[src/rtl/heptagon_area_sched.sv]
`default_nettype none
// ============================================================================
// Module   : heptagon_area_sched
// Purpose  : Frame controller that loads polygon points, time-shares one area
//            unit across the polygons, insertion-sorts the areas and streams
//            (Index, Area) pairs in ascending-area order.
// Revision : 1.0 - initial release
// ============================================================================
module heptagon_area_sched #(
    parameter int NPOLY    = 5,
    parameter int NVERT    = 7,
    parameter int AW       = 19,
    parameter int IW       = 3,
    parameter int PW       = 6,
    parameter int MAX_WAIT = 64
) (
    input  logic          clk,
    input  logic          reset,
    input  logic          in_valid,
    output logic          in_ready,
    output logic          pt_wr_en,
    output logic [PW-1:0] pt_wr_addr,
    output logic          calc_start,
    output logic [IW-1:0] calc_poly,
    input  logic          calc_done,
    input  logic [AW-1:0] calc_area,
    output logic          valid,
    output logic [IW-1:0] Index,
    output logic [AW-1:0] Area,
    output logic          busy,
    output logic          err
);

    localparam int            WW        = $clog2(MAX_WAIT + 1);
    localparam logic [PW-1:0] c_LAST_PT = PW'(NPOLY * NVERT - 1);
    localparam logic [IW-1:0] c_LAST_IX = IW'(NPOLY - 1);
    localparam logic [WW-1:0] c_LAST_WT = WW'(MAX_WAIT - 1);

    typedef enum logic [2:0] {
        S_LOAD   = 3'd0,
        S_ISSUE  = 3'd1,
        S_WAIT   = 3'd2,
        S_INSERT = 3'd3,
        S_OUT    = 3'd4
    } state_t;

    state_t        r_state;
    state_t        w_next;
    logic [PW-1:0] r_pt_cnt;
    logic [IW-1:0] r_k;
    logic [IW-1:0] r_rank;
    logic [WW-1:0] r_wait_cnt;
    logic [AW-1:0] r_new_area;
    logic          r_err;
    logic [AW-1:0] r_list_area [NPOLY];
    logic [IW-1:0] r_list_idx  [NPOLY];
    logic [AW-1:0] r_hold_area;
    logic [IW-1:0] r_hold_idx;

    logic          w_accept;
    logic          w_last_pt;
    logic          w_timeout;
    logic          w_last_poly;
    logic          w_last_rank;
    logic [NPOLY-1:0] w_le;
    logic [AW-1:0] w_ins_area [NPOLY];
    logic [IW-1:0] w_ins_idx  [NPOLY];

    assign w_accept    = in_valid && (r_state == S_LOAD);
    assign w_last_pt   = (r_pt_cnt == c_LAST_PT);
    assign w_timeout   = (r_wait_cnt == c_LAST_WT);
    assign w_last_poly = (r_k == c_LAST_IX);
    assign w_last_rank = (r_rank == c_LAST_IX);

    // Entries already in the list with area <= new stay put (stable on ties);
    // the list is sorted, so w_le is a prefix mask and the new entry lands at
    // its first zero while everything after it shifts up by one.
    always_comb begin
        for (int j = 0; j < NPOLY; j++) begin
            w_le[j] = (IW'(j) < r_k) && (r_list_area[j] <= r_new_area);
        end
        w_ins_area[0] = w_le[0] ? r_list_area[0] : r_new_area;
        w_ins_idx[0]  = w_le[0] ? r_list_idx[0]  : r_k;
        for (int j = 1; j < NPOLY; j++) begin
            if (w_le[j]) begin
                w_ins_area[j] = r_list_area[j];
                w_ins_idx[j]  = r_list_idx[j];
            end else if (w_le[j-1]) begin
                w_ins_area[j] = r_new_area;
                w_ins_idx[j]  = r_k;
            end else begin
                w_ins_area[j] = r_list_area[j-1];
                w_ins_idx[j]  = r_list_idx[j-1];
            end
        end
    end

    always_comb begin
        w_next     = r_state;
        in_ready   = 1'b0;
        calc_start = 1'b0;
        valid      = 1'b0;
        case (r_state)
            S_LOAD: begin
                in_ready = 1'b1;
                if (w_accept && w_last_pt) w_next = S_ISSUE;
            end
            S_ISSUE: begin
                calc_start = 1'b1;
                w_next     = S_WAIT;
            end
            S_WAIT: begin
                if (calc_done || w_timeout) w_next = S_INSERT;
            end
            S_INSERT: begin
                w_next = w_last_poly ? S_OUT : S_ISSUE;
            end
            S_OUT: begin
                valid = 1'b1;
                if (w_last_rank) w_next = S_LOAD;
            end
            default: w_next = S_LOAD;
        endcase
    end

    assign pt_wr_en   = in_valid && in_ready;
    assign pt_wr_addr = r_pt_cnt;
    assign calc_poly  = r_k;
    assign busy       = (r_state != S_LOAD);
    assign err        = r_err;

    always_comb begin
        Index = r_hold_idx;
        Area  = r_hold_area;
        if (r_state == S_OUT) begin
            Index = r_list_idx[r_rank];
            Area  = r_list_area[r_rank];
        end
    end

    always_ff @(posedge clk or posedge reset) begin
        if (reset) begin
            r_state     <= S_LOAD;
            r_pt_cnt    <= '0;
            r_k         <= '0;
            r_rank      <= '0;
            r_wait_cnt  <= '0;
            r_new_area  <= '0;
            r_err       <= 1'b0;
            r_hold_area <= '0;
            r_hold_idx  <= '0;
            for (int j = 0; j < NPOLY; j++) begin
                r_list_area[j] <= '0;
                r_list_idx[j]  <= '0;
            end
        end else begin
            r_state <= w_next;
            case (r_state)
                S_LOAD: begin
                    if (w_accept) begin
                        r_pt_cnt <= w_last_pt ? '0 : r_pt_cnt + 1'b1;
                        if (r_pt_cnt == '0) r_err <= 1'b0;
                    end
                end
                S_ISSUE: begin
                    r_wait_cnt <= '0;
                end
                S_WAIT: begin
                    r_wait_cnt <= r_wait_cnt + 1'b1;
                    if (calc_done) begin
                        r_new_area <= calc_area;
                    end else if (w_timeout) begin
                        r_new_area <= '0;
                        r_err      <= 1'b1;
                    end
                end
                S_INSERT: begin
                    for (int j = 0; j < NPOLY; j++) begin
                        r_list_area[j] <= w_ins_area[j];
                        r_list_idx[j]  <= w_ins_idx[j];
                    end
                    if (!w_last_poly) r_k <= r_k + 1'b1;
                end
                S_OUT: begin
                    r_hold_area <= r_list_area[r_rank];
                    r_hold_idx  <= r_list_idx[r_rank];
                    if (w_last_rank) begin
                        r_rank <= '0;
                        r_k    <= '0;
                    end else begin
                        r_rank <= r_rank + 1'b1;
                    end
                end
                default: ;
            endcase
        end
    end

endmodule
`default_nettype wire
[config.mk]
export PLATFORM = sky130hd
export DESIGN_NAME = heptagon_area_sched
export DESIGN_NICKNAME = d
export VERILOG_FILES = /design/src/rtl/heptagon_area_sched.sv
export SDC_FILE = /design/constraint.sdc
export NUM_CORES = 1
export LEC_CHECK = 0
export BUFFER_PORTS_ARGS = -buffer_cell sky130_fd_sc_hd__buf_2
export CELL_PAD_IN_SITES_DETAIL_PLACEMENT = 0
export CELL_PAD_IN_SITES_GLOBAL_PLACEMENT = 1
export CORE_ASPECT_RATIO = 1.1
export CORE_MARGIN = 4
export CORE_UTILIZATION = 49
export DETAILED_ROUTE_END_ITERATION = 8
export PLACE_DENSITY = 0.88
export REMOVE_ABC_BUFFERS = 1
export SKIP_LAST_GASP = 1
export SLEW_MARGIN = 25
export SYNTH_ARGS = -nofsm -noshare
export SYNTH_HDL_FRONTEND = slang
export SYNTH_SLANG_ARGS = --single-unit
[constraint.sdc]
create_clock -name clk -period 5.9 [get_ports clk]
set_clock_uncertainty 0.1 [all_clocks]
set_input_delay 0.295 -clock clk [delete_from_list [all_inputs] [get_ports clk]]
set_output_delay 0.295 -clock clk [all_outputs]
set_load 0.02 [all_outputs]
* Yosys cells after proc, flatten, opt, wreduce, memory -nomap -nowiden
Cells that the tools add are included.
Operators by class: add/sub/neg operators 4, $lt $le $gt $ge 11, eq/ne operators 16, muxes and demuxes 36, bitwise logic cells 6, reduce and logical (&&, ||, !) cells 26
Operators by type and width (count):
- two-way mux 19 bit | 9
- less-or-equal comparator 19 bit | 5
- binary-select mux 19 bit (select 3 bit) | 1
- two-way mux 3 bit | 13
- case mux 3 bit (5 select lines) | 1
- case mux 7 bit (2 select lines) | 1
- AND reduction 2 bit | 7
- inequality test 2 bit, second input constant | 6
- binary-select mux 3 bit (select 3 bit) | 1
- equality test 3 bit, second input constant | 3
- logical AND 1 bit | 8
- nonzero test 2 bit | 4
- adder 7 x 1 -> 7 bit, second input constant | 1
- equality test 7 x 6 -> 1 bit, second input constant | 1
- two-way mux 1 bit | 7
- adder 3 x 1 -> 3 bit, second input constant | 2
- adder 6 x 1 -> 6 bit, second input constant | 1
- equality test 3 x 2 -> 1 bit, second input constant | 2
- equality test 6 bit, second input constant | 1
- logical NOT 6 bit | 1
- < comparator 1 x 3 -> 1 bit, first input constant | 2
- < comparator 2 x 3 -> 1 bit, first input constant | 2
- two-way mux 6 bit | 1
- case mux 3 bit (2 select lines) | 1
- other kinds (12) | 18
Word-level totals: bits in registers 174, input port bits 23, logic and storage cells 118

* Depth between registers and ports, before layout
Gate-level depths: netlist of the first run.
depth after elaboration 5, gate-level depth with buffers 11, depth with buffers taken out 9

* Worst setup path after synthesis of the first run
OpenSTA, ideal clock, no wires.
kind reg2reg, start point reg r_new_area[4], end point reg r_list_area[1] in the netlist's numbering, library setup time 0.125 ns, arrival 2.394 ns, required time 5.675 ns, slack 3.282 ns, cell stages (with the launch flop) 11, path buffers 1, period minus slack after synthesis 2.618 ns, cells stage by stage dfrtp_1 > inv_1 > ha_1 > a21o_1 > a21o_1 > a21oi_1 > o2111ai_1 > a2111oi_0 > a211o_2 > buf_6 > mux2_2
Between the ends: cells in the longest elaborated chain, start to end 4, elaborated cells between the ends (all ways) 7, classes of those cells order compare: 2; mux: 1; bitwise: 1; reduce/logical: 3
Ends and longest elaborated chain:
- start: declaration | line 53 | logic [AW-1:0] r_new_area;
- start signal: assignment | line 171 | r_new_area <= calc_area;
- less-or-equal comparator 19 bit | line 80 | w_le[j] = (IW'(j) < r_k) && (r_list_area[j] <= r_new_area);
- logical AND 1 bit | line 80
- NOT 1 bit (no line)
- AND reduction 2 bit (no line)
- end signal: indexed assignment | line 179 | r_list_area[j] <= w_ins_area[j];
- end: declaration | line 55 | logic [AW-1:0] r_list_area [NPOLY];
Several ways; a longest one is shown, not always the timed one. A chain may end at the register's enable or synchronous reset.

* Worst setup path after layout of the first run
start point reg r_new_area[8], end point reg r_list_area[27] in the netlist's numbering
The elaborated chain is that of the path after synthesis.

==> flow_metrics.env, run 1 <==
export IMPL_chipWidth_um=148
export IMPL_hold_violations=0
export IMPL_start_util=0.496
export IMPL_finalCriticalPeriod_ns=3.66
export IMPL_cpMostUsedCell="a21oi_1"
export IMPL_clkTransAtPathRegs_ns=0.07
export IMPL_ys_ff_latch=174
export IMPL_grt_usage=0.254
export IMPL_rows=56
export IMPL_totalWireLength_um=29600
export IMPL_final_common_cell="dfrtp_1"
export IMPL_status="complete, no violations"
export IMPL_drt_pass1_iterations=5
export IMPL_synthesis_area_um2=10500
export IMPL_required_ns=6.07
export IMPL_tns_ns=0
export IMPL_drc=0
export IMPL_clock_sinks=174
export IMPL_synth_top_area_cell="dfrtp_1"
export IMPL_cp_max_fo=12
export IMPL_clockBufferDepth=2
export IMPL_slew_violations=0
export IMPL_async_flop_share=1.00
export IMPL_slew_headroom=0.274
export IMPL_vdd_drop_max_v=0.000404
export IMPL_drive_above_1_share=0.155
export IMPL_yosysTopAreaCellShare=0.413
export IMPL_dieArea_um2=23900
export IMPL_setup_slack_ns=2.24
export IMPL_fp_dieH_um=162
export IMPL_cts_htree_levels=4
export IMPL_power_uw=7090
export IMPL_final_cell_mix="dfrtp_1 (174), o21ai_0 (128), ha_1 (103)"
export IMPL_max_cap_violations=0
export IMPL_core_region_area_um2=21200
export IMPL_antenna_found_initial=0
export IMPL_port_buffers=59
export IMPL_critPathKind="reg2reg"
export IMPL_wire_per_inst_um=20.9
export IMPL_cts_tree="done"
export IMPL_place_area_um2=11000
export IMPL_first_global_vias=8742
export IMPL_worstMarginPinSlew_ns=1.09
export IMPL_diodes=0
export IMPL_finalInstanceArea_um2=11800
export IMPL_cts_root_buf="clkbuf_16"
export IMPL_grt_overflow=0
export IMPL_ys_flop_type="dfrtp_1"
export IMPL_power_density_nw_per_um2=600
export IMPL_hpwlAfterDp_um=19700
export IMPL_cts_buffers=17
export IMPL_grt_first_pass_wirelength_um=48100
export IMPL_drt_antenna_violating_nets=0
export IMPL_syn_avg_cell_area_um2=9.93
export IMPL_worstSkewPairLatency_ns=0.44
export IMPL_vias=8719
export IMPL_yosysWarnings=0
export IMPL_place_congestion=0.894
export IMPL_fmax_mhz=273
export IMPL_fill_cells=1890
export IMPL_post_cts_buffers=0
export IMPL_synthDistinctLibCells=60
export IMPL_start_kind="register"
export IMPL_critPathCaptureType="register"
export IMPL_arrival_ns=3.83
export IMPL_area_growth_pct=12.2
export IMPL_rsz0062_at_grt="false"
export IMPL_setup_viol=0
export IMPL_pre_cts_slack_ns=2.32
export IMPL_nNetsFinal=1242
export IMPL_synth_edff_count=0
export IMPL_synth_area_leaders="dfrtp_1 (41%), ha_1 (12%), o21ai_0 (6.1%), mux4_2 (4.7%), a21oi_1 (4.1%)"
export IMPL_critPathMaxStageDelay_ns=0.65
export IMPL_drt_first_iter_violations=703
export IMPL_vias_per_cell=6.14
export IMPL_num_io_pins=60
export IMPL_hp_class="in2reg"
export IMPL_yosysSeqAreaShare=0.413
export IMPL_grt_max_degree=70
export IMPL_cts_repair_resized=0
export IMPL_syn_inst=1061
export IMPL_p_leak_uw=0.00531
export IMPL_path_cells="inv_1, ha_1, a21oi_1, o21ai_0, o2bb2ai_1, nor4b_2, or2_1, buf_4, mux2i_1, a21oi_1"
export IMPL_fin_crit_sh=0.620
export IMPL_slowest_stage="or2_1"
critical path, delay by kind of cell (launching register included):
kind | cells | cell delay, ns
AND/OR/NAND/NOR | 2 | 1.12
AO/OA/AOI/OAI | 4 | 0.65
buffers and inverters | 2 | 0.65
flip-flops | 1 | 0.43
adder cells (fa/ha/maj) | 1 | 0.30
multiplexers | 1 | 0.23
cell usage after synthesis, types with 23 or more instances:
cell type  instances
mux2i_1           39
a22oi_1           26
mux2_2            25
ha_1             103
nand3_1           30
o21ai_0          128
dfrtp_1          174
a21oi_1           86
a22o_1            23
nor2_1            89
a31oi_1           26
inv_1             41
clkbuf_1          33
nand2_1           76
logic make-up after synthesis:
family          count (synthesis)  share of synthesized area
mux                            86                      0.111
compound gates                327                      0.186
flops                         174                      0.413
xor+xnor                        5                    0.00416
fa+ha+maj                     103                      0.122
simple gates                  263                      0.118
buf+inv                       103                     0.0457
path summary, 6_finish.rpt:
path | start | to | slack [ns] | cells past startpoint
hold / removal | calc_done | r_state[0] | 0.13 | 3
max in group asynchronous | reset | r_wait_cnt[3] | 4.15 | 4
setup reg to reg | r_new_area[8] | r_list_area[27] | 2.24 | 10
hold reg to reg | r_wait_cnt[5] | r_wait_cnt[5] | 0.40 | 1
setup / recovery | r_new_area[8] | r_list_area[27] | 2.24 | 10
min in group asynchronous | reset | r_list_area[65] | 0.31 | 3
layout make-up:
type                            count  area [µm²]  share of cell area
Inverter                           41         159              0.0134
Clock buffer                       17         425              0.0360
Clock inverter                     15         155              0.0131
Tap cell                          290         363              0.0307
Multi-Input combinational cell    784        5730               0.485
Timing Repair Buffer               98         638              0.0540
Sequential cell                   174        4350               0.368
layer usage:
layer,vias to the layer above,global-route usage,part of all wire
li1,4035,-,-
met1,4257,0.343,0.43
met2,363,0.421,0.48
met3,64,0.0438,0.066
met4,0,0.0785,0.027
met5,-,0,0
stage by stage:
step                 util  instances  hold WS (ns)
detailed placement  0.520       1367         0.237
global route        0.557       1419         0.169
CTS                 0.557       1419         0.105
finish              0.557       1419         0.131
floorplan               -        999         0.328
global placement    0.520       1367         0.239
registers in the layout (all words and copies together) (netlist names):
signal	flops
r_list_area	95
r_hold_area	19
r_new_area	19
r_list_idx	15
r_wait_cnt	7
pt_wr_addr	6
calc_poly	3
r_hold_idx	3
r_rank	3
r_state	3
err	1
power by group:
part	leakage, µW	total [µW]	switching [µW]	internal (µW)
logic	0.00286	3740	2260	1480
registers	0.00216	2230	564	1660
clock network	0.000281	1130	530	596
timing repair:
action                     4_1_cts  5_1_grt
setup endpoints to repair        0        0
hold buffers                    20        0
hold endpoints to repair        63        0
Power figures use the tool's default switching activity.
==> inputs of run 2 (changes only) <==
==> constraint.sdc (replaced) <==
create_clock -name clk -period 3.75 [get_ports clk]
set_clock_uncertainty 0.1 [all_clocks]
set_input_delay 0.1875 -clock clk [delete_from_list [all_inputs] [get_ports clk]]
set_output_delay 0.1875 -clock clk [all_outputs]
set_load 0.02 [all_outputs]
==> run 2 against run 1 <==
Clock power grew 59%. Non-clock buffer count grew 14. Power grew 60%. Sequential cell count is the same. Final cell count grew 0.85%.
==> flow_metrics.env, run 2 (same netlist as run 1, synthesis figures left out) <==
export IMPL_status="complete, no violations"
export IMPL_cts_root_buf="clkbuf_16"
export IMPL_slew_headroom=0.370
export IMPL_dieArea_um2=23900
export IMPL_hpwlAfterDp_um=20900
export IMPL_fmax_mhz=300
export IMPL_slew_violations=0
export IMPL_worstSkewPairLatency_ns=0.44
export IMPL_drc=0
export IMPL_clkTransAtPathRegs_ns=0.07
export IMPL_critPathCaptureType="register"
export IMPL_num_io_pins=60
export IMPL_chipWidth_um=148
export IMPL_hp_class="in2reg"
export IMPL_max_cap_violations=0
export IMPL_reg_top3="r_list_area x95, r_hold_area x19, r_new_area x19"
export IMPL_antenna_found_initial=0
export IMPL_rsz0062_at_grt="false"
export IMPL_place_inst=1380
export IMPL_utilization=0.563
export IMPL_grt_usage=0.256
export IMPL_hold_violations=0
export IMPL_layout_cells_non_filler=1431
export IMPL_largest_reg_flops=95
export IMPL_min_from="in_valid"
export IMPL_start_kind="register"
export IMPL_grt_overflow=0
export IMPL_vias=8774
export IMPL_start_util=0.496
export IMPL_nNetsFinal=1256
export IMPL_first_global_vias=8596
export IMPL_grt_max_degree=92
export IMPL_cts_htree_levels=4
export IMPL_drt_first_iter_violations=628
export IMPL_diodes=0
export IMPL_port_buffers=59
export IMPL_clockBufferDepth=2
export IMPL_area_growth_pct=13.4
export IMPL_vias_per_cell=6.13
export IMPL_place_congestion=0.918
export IMPL_required_ns=3.97
export IMPL_cts_repair_resized=0
export IMPL_final_cell_mix="dfrtp_1 (174), o21ai_0 (128), ha_1 (103)"
export IMPL_fin_crit_sh=0.888
export IMPL_fp_dieH_um=162
export IMPL_wire_per_inst_um=21.0
export IMPL_vdd_drop_max_v=0.000443
export IMPL_drive_above_1_share=0.161
export IMPL_final_common_cell="dfrtp_1"
export IMPL_hold_slack_ns=0.0365
export IMPL_largest_register="r_list_area"
export IMPL_arrival_ns=3.55
export IMPL_finalCriticalPeriod_ns=3.33
export IMPL_rows=56
export IMPL_critPathKind="reg2reg"
export IMPL_totalWireLength_um=30100
export IMPL_p_leak_uw=0.00537
export IMPL_worstMarginPinSlew_ns=0.945
export IMPL_drt_pass1_iterations=5
export IMPL_setup_viol=0
export IMPL_cts_tree="done"
export IMPL_grt_first_pass_wirelength_um=48100
export IMPL_power_density_nw_per_um2=952
export IMPL_drt_antenna_violating_nets=0
export IMPL_clock_sinks=174
export IMPL_cp_max_fo=22
export IMPL_timing_rr_start="r_new_area[4]"
export IMPL_core_region_area_um2=21200
export IMPL_cts_buffers=17
export IMPL_cp_startpoint="r_new_area[4]"
-- run 2: area by class of cell --
| type | count | area [µm²] |
|---|---|---|
| clock buffer | 22 | 474 |
| clock inverter | 8 | 108 |
| fill | 1899 | 9280 |
| inverter | 41 | 159 |
| multi-input combinational | 784 | 5720 |
| sequential | 174 | 4350 |
| tap | 290 | 363 |
| timing repair buffer | 112 | 771 |
-- run 2: routing by layer --
| layer | vias to the layer above | share of wire | track usage |
|---|---|---|---|
| met5 | - | 0 | 0 |
| met4 | 0 | 0.032 | 0.100 |
| met3 | 72 | 0.062 | 0.0449 |
| met2 | 312 | 0.48 | 0.419 |
| met1 | 4350 | 0.43 | 0.342 |
| li1 | 4040 | - | - |
-- run 2: report_power, final --
group	internal (µW)	switching [µW]	leakage, µW	total [µW]
Clock	1030	773	0.000271	1800
Sequential	2620	910	0.00216	3530
Combinational	2460	3590	0.00294	6050
-- run 2: per-stage QoR --
step | cell area [µm²] | total power (µW) | TNS (ns) | worst slack, ns
final | 11900 | 11400 | 0 | 0.419
after global routing | 11900 | 12300 | 0 | 0.217
after CTS | 11900 | 11300 | 0 | 0.444
after detailed placement | 11200 | 9470 | 0 | 0.471
after global placement | 11200 | 9300 | 0 | 0.552
after floorplan | 10200 | 7350 | -272.76 | -1.26
-- run 2: worst max-delay path, cell delays in order, from the launching register on --
cell	delay, ns
dfrtp_1	0.43
inv_1	0.25
ha_1	0.31
a21o_1	0.16
a21o_1	0.17
a21oi_1	0.17
o2111ai_1	0.14
a2111oi_0	0.45
a211o_2	0.61
mux2_2	0.42
-- run 2: worst paths after layout --
kind                                  endpoint  slack, ns  cells after the start
worst max-delay path            r_list_area[2]       0.42                      9
worst min register to register   r_wait_cnt[5]       0.40                      1
max in group asynchronous       r_list_idx[10]       2.28                      4
min in group asynchronous        r_new_area[8]       0.36                      3
worst min-delay path             pt_wr_addr[5]       0.04                      4
worst max register to register  r_list_area[2]       0.42                      9
-- run 2: what timing repair did --
action	CTS	global route
hold endpoints to repair	109	0
buffers inserted	0	0
setup endpoints to repair	0	0
hold buffers	21	0
==> inputs of run 3 (changes only) <==
--- a/config.mk
+++ b/config.mk
@@ -8,7 +8,7 @@
 export BUFFER_PORTS_ARGS = -buffer_cell sky130_fd_sc_hd__buf_2
 export CELL_PAD_IN_SITES_DETAIL_PLACEMENT = 0
 export CELL_PAD_IN_SITES_GLOBAL_PLACEMENT = 1
-export CORE_ASPECT_RATIO = 1.1
+export CORE_ASPECT_RATIO = 0.8
 export CORE_MARGIN = 4
 export CORE_UTILIZATION = 49
 export DETAILED_ROUTE_END_ITERATION = 8
==> run 3 against run 2 <==
Design area down 0.23%. Worst hold slack got worse by 0.017 ns. Sequential cell count unchanged. Sequential share of layout area is 0.084 points higher. Sequential power about the same.
==> flow_metrics.env, run 3 (same netlist as run 1, synthesis figures left out) <==
export IMPL_status="complete, no violations"
export IMPL_fp_dieH_um=139
export IMPL_largest_reg_flops=95
export IMPL_num_io_pins=60
export IMPL_critPathCaptureType="register"
export IMPL_hold_violations=0
export IMPL_required_ns=3.97
export IMPL_pre_cts_slack_ns=0.461
export IMPL_cts_root_buf="clkbuf_16"
export IMPL_hold_depth=3
export IMPL_arrival_ns=3.57
export IMPL_antenna_found_initial=1
export IMPL_max_cap_violations=0
export IMPL_fill_cells=1836
export IMPL_worstMarginPinSlew_ns=0.981
export IMPL_grt_first_pass_wirelength_um=48300
export IMPL_p_leak_uw=0.00538
export IMPL_cts_tree="done"
export IMPL_cts_buffers=17
export IMPL_wire_per_inst_um=21.8
export IMPL_final_cell_mix="dfrtp_1 (174), o21ai_0 (128), ha_1 (103)"
export IMPL_totalWireLength_um=30800
export IMPL_place_congestion=0.877
export IMPL_grt_overflow=0
export IMPL_hpwlAfterDp_um=21000
export IMPL_clockBufferDepth=2
export IMPL_cts_repair_resized=0
export IMPL_path_cells="inv_1, ha_1, nor2b_1, o21a_1, o21ai_0, o2111ai_1, a2111oi_0, a211o_2, mux2_2"
export IMPL_grt_usage=0.260
export IMPL_first_global_vias=8455
export IMPL_utilization=0.569
export IMPL_post_cts_buffers=0
export IMPL_slowest_stage="a211o_2"
export IMPL_diodes=0
export IMPL_cp_max_fo=22
export IMPL_reg_top3="r_list_area x95, r_hold_area x19, r_new_area x19"
export IMPL_tns_ns=0
export IMPL_hp_class="in2reg"
export IMPL_power_density_nw_per_um2=962
export IMPL_slew_violations=0
export IMPL_nNetsFinal=1254
export IMPL_worstSkewPairLatency_ns=0.44
export IMPL_start_kind="register"
export IMPL_critPathMaxStageDelay_ns=0.59
export IMPL_drt_first_iter_violations=886
export IMPL_critPathKind="reg2reg"
export IMPL_vias_per_cell=6.26
export IMPL_vdd_drop_max_v=0.000446
export IMPL_fin_crit_sh=0.894
export IMPL_setup_viol=0
export IMPL_drt_pass1_iterations=5
export IMPL_setup_slack_ns=0.397
export IMPL_final_common_cell="dfrtp_1"
export IMPL_drc=0
export IMPL_core_region_area_um2=20900
export IMPL_fmax_mhz=298
export IMPL_power_uw=11500
export IMPL_hold_slack_ns=0.0194
export IMPL_finalCriticalPeriod_ns=3.35
export IMPL_cts_htree_levels=4
export IMPL_vias=8825
export IMPL_clkTransAtPathRegs_ns=0.08
export IMPL_rows=47
export IMPL_grt_max_degree=91
export IMPL_rr_worst_depth=9
export IMPL_drive_above_1_share=0.164
export IMPL_ctsHoldBuffers=20
export IMPL_area_growth_pct=13.1
export IMPL_rsz0062_at_grt="false"
export IMPL_port_buffers=59
export IMPL_clock_sinks=174
export IMPL_largest_register="r_list_area"
export IMPL_start_util=0.503
export IMPL_drt_antenna_violating_nets=0
export IMPL_slew_headroom=0.344
export IMPL_dieArea_um2=23900
export IMPL_chipWidth_um=172
run 3: path summary, 6_finish.rpt:
check	from	to	slack [ns]
hold reg to reg	r_wait_cnt[6]	r_wait_cnt[6]	0.40
setup / recovery	r_new_area[1]	r_list_area[5]	0.40
min in group asynchronous	reset	r_hold_area[15]	0.37
setup reg to reg	r_new_area[1]	r_list_area[5]	0.40
max in group asynchronous	reset	r_list_area[81]	2.34
hold / removal	calc_done	r_state[0]	0.02
run 3: routing by layer:
| layer | share of wire | wire length [µm] | vias up | track usage |
|---|---|---|---|---|
| li1 | - | - | 4051 | - |
| met1 | 0.47 | 14400 | 4340 | 0.400 |
| met2 | 0.44 | 13400 | 388 | 0.375 |
| met3 | 0.079 | 2430 | 44 | 0.0564 |
| met4 | 0.017 | 516 | 2 | 0.0620 |
| met5 | 0.00039 | 12 | - | 0 |
run 3: cell type report:
cell class                 count  area, µm²  share of cell area
clock buffer                  17        425              0.0357
clock inverter                15        166              0.0140
inverter                      41        159              0.0133
multi-input combinational    784       5720               0.480
sequential                   174       4350               0.365
tap                          269        337              0.0282
timing repair buffer         110        753              0.0632
run 3: power by group:
part	internal (µW)	switching, µW	total, µW
Sequential	2620	917	3530
Combinational	2460	3690	6150
Clock	898	888	1790
run 3: metrics by stage:
step | instance area [µm²] | cells
floorplan | 10200 | 999
global placement | 11100 | 1358
detailed placement | 11100 | 1358
CTS | 11900 | 1410
global route | 11900 | 1410
finish | 11900 | 1410
run 3: worst max-delay path: cells and delay by family (launching register included):
kind,cells,cell delay [ns]
muxes,1,0.41
adders and majority gates,1,0.29
and+or+nand+nor,1,0.13
AOI/OAI and AO/OA,5,1.62
buffers and inverters,1,0.24
DFF,1,0.44
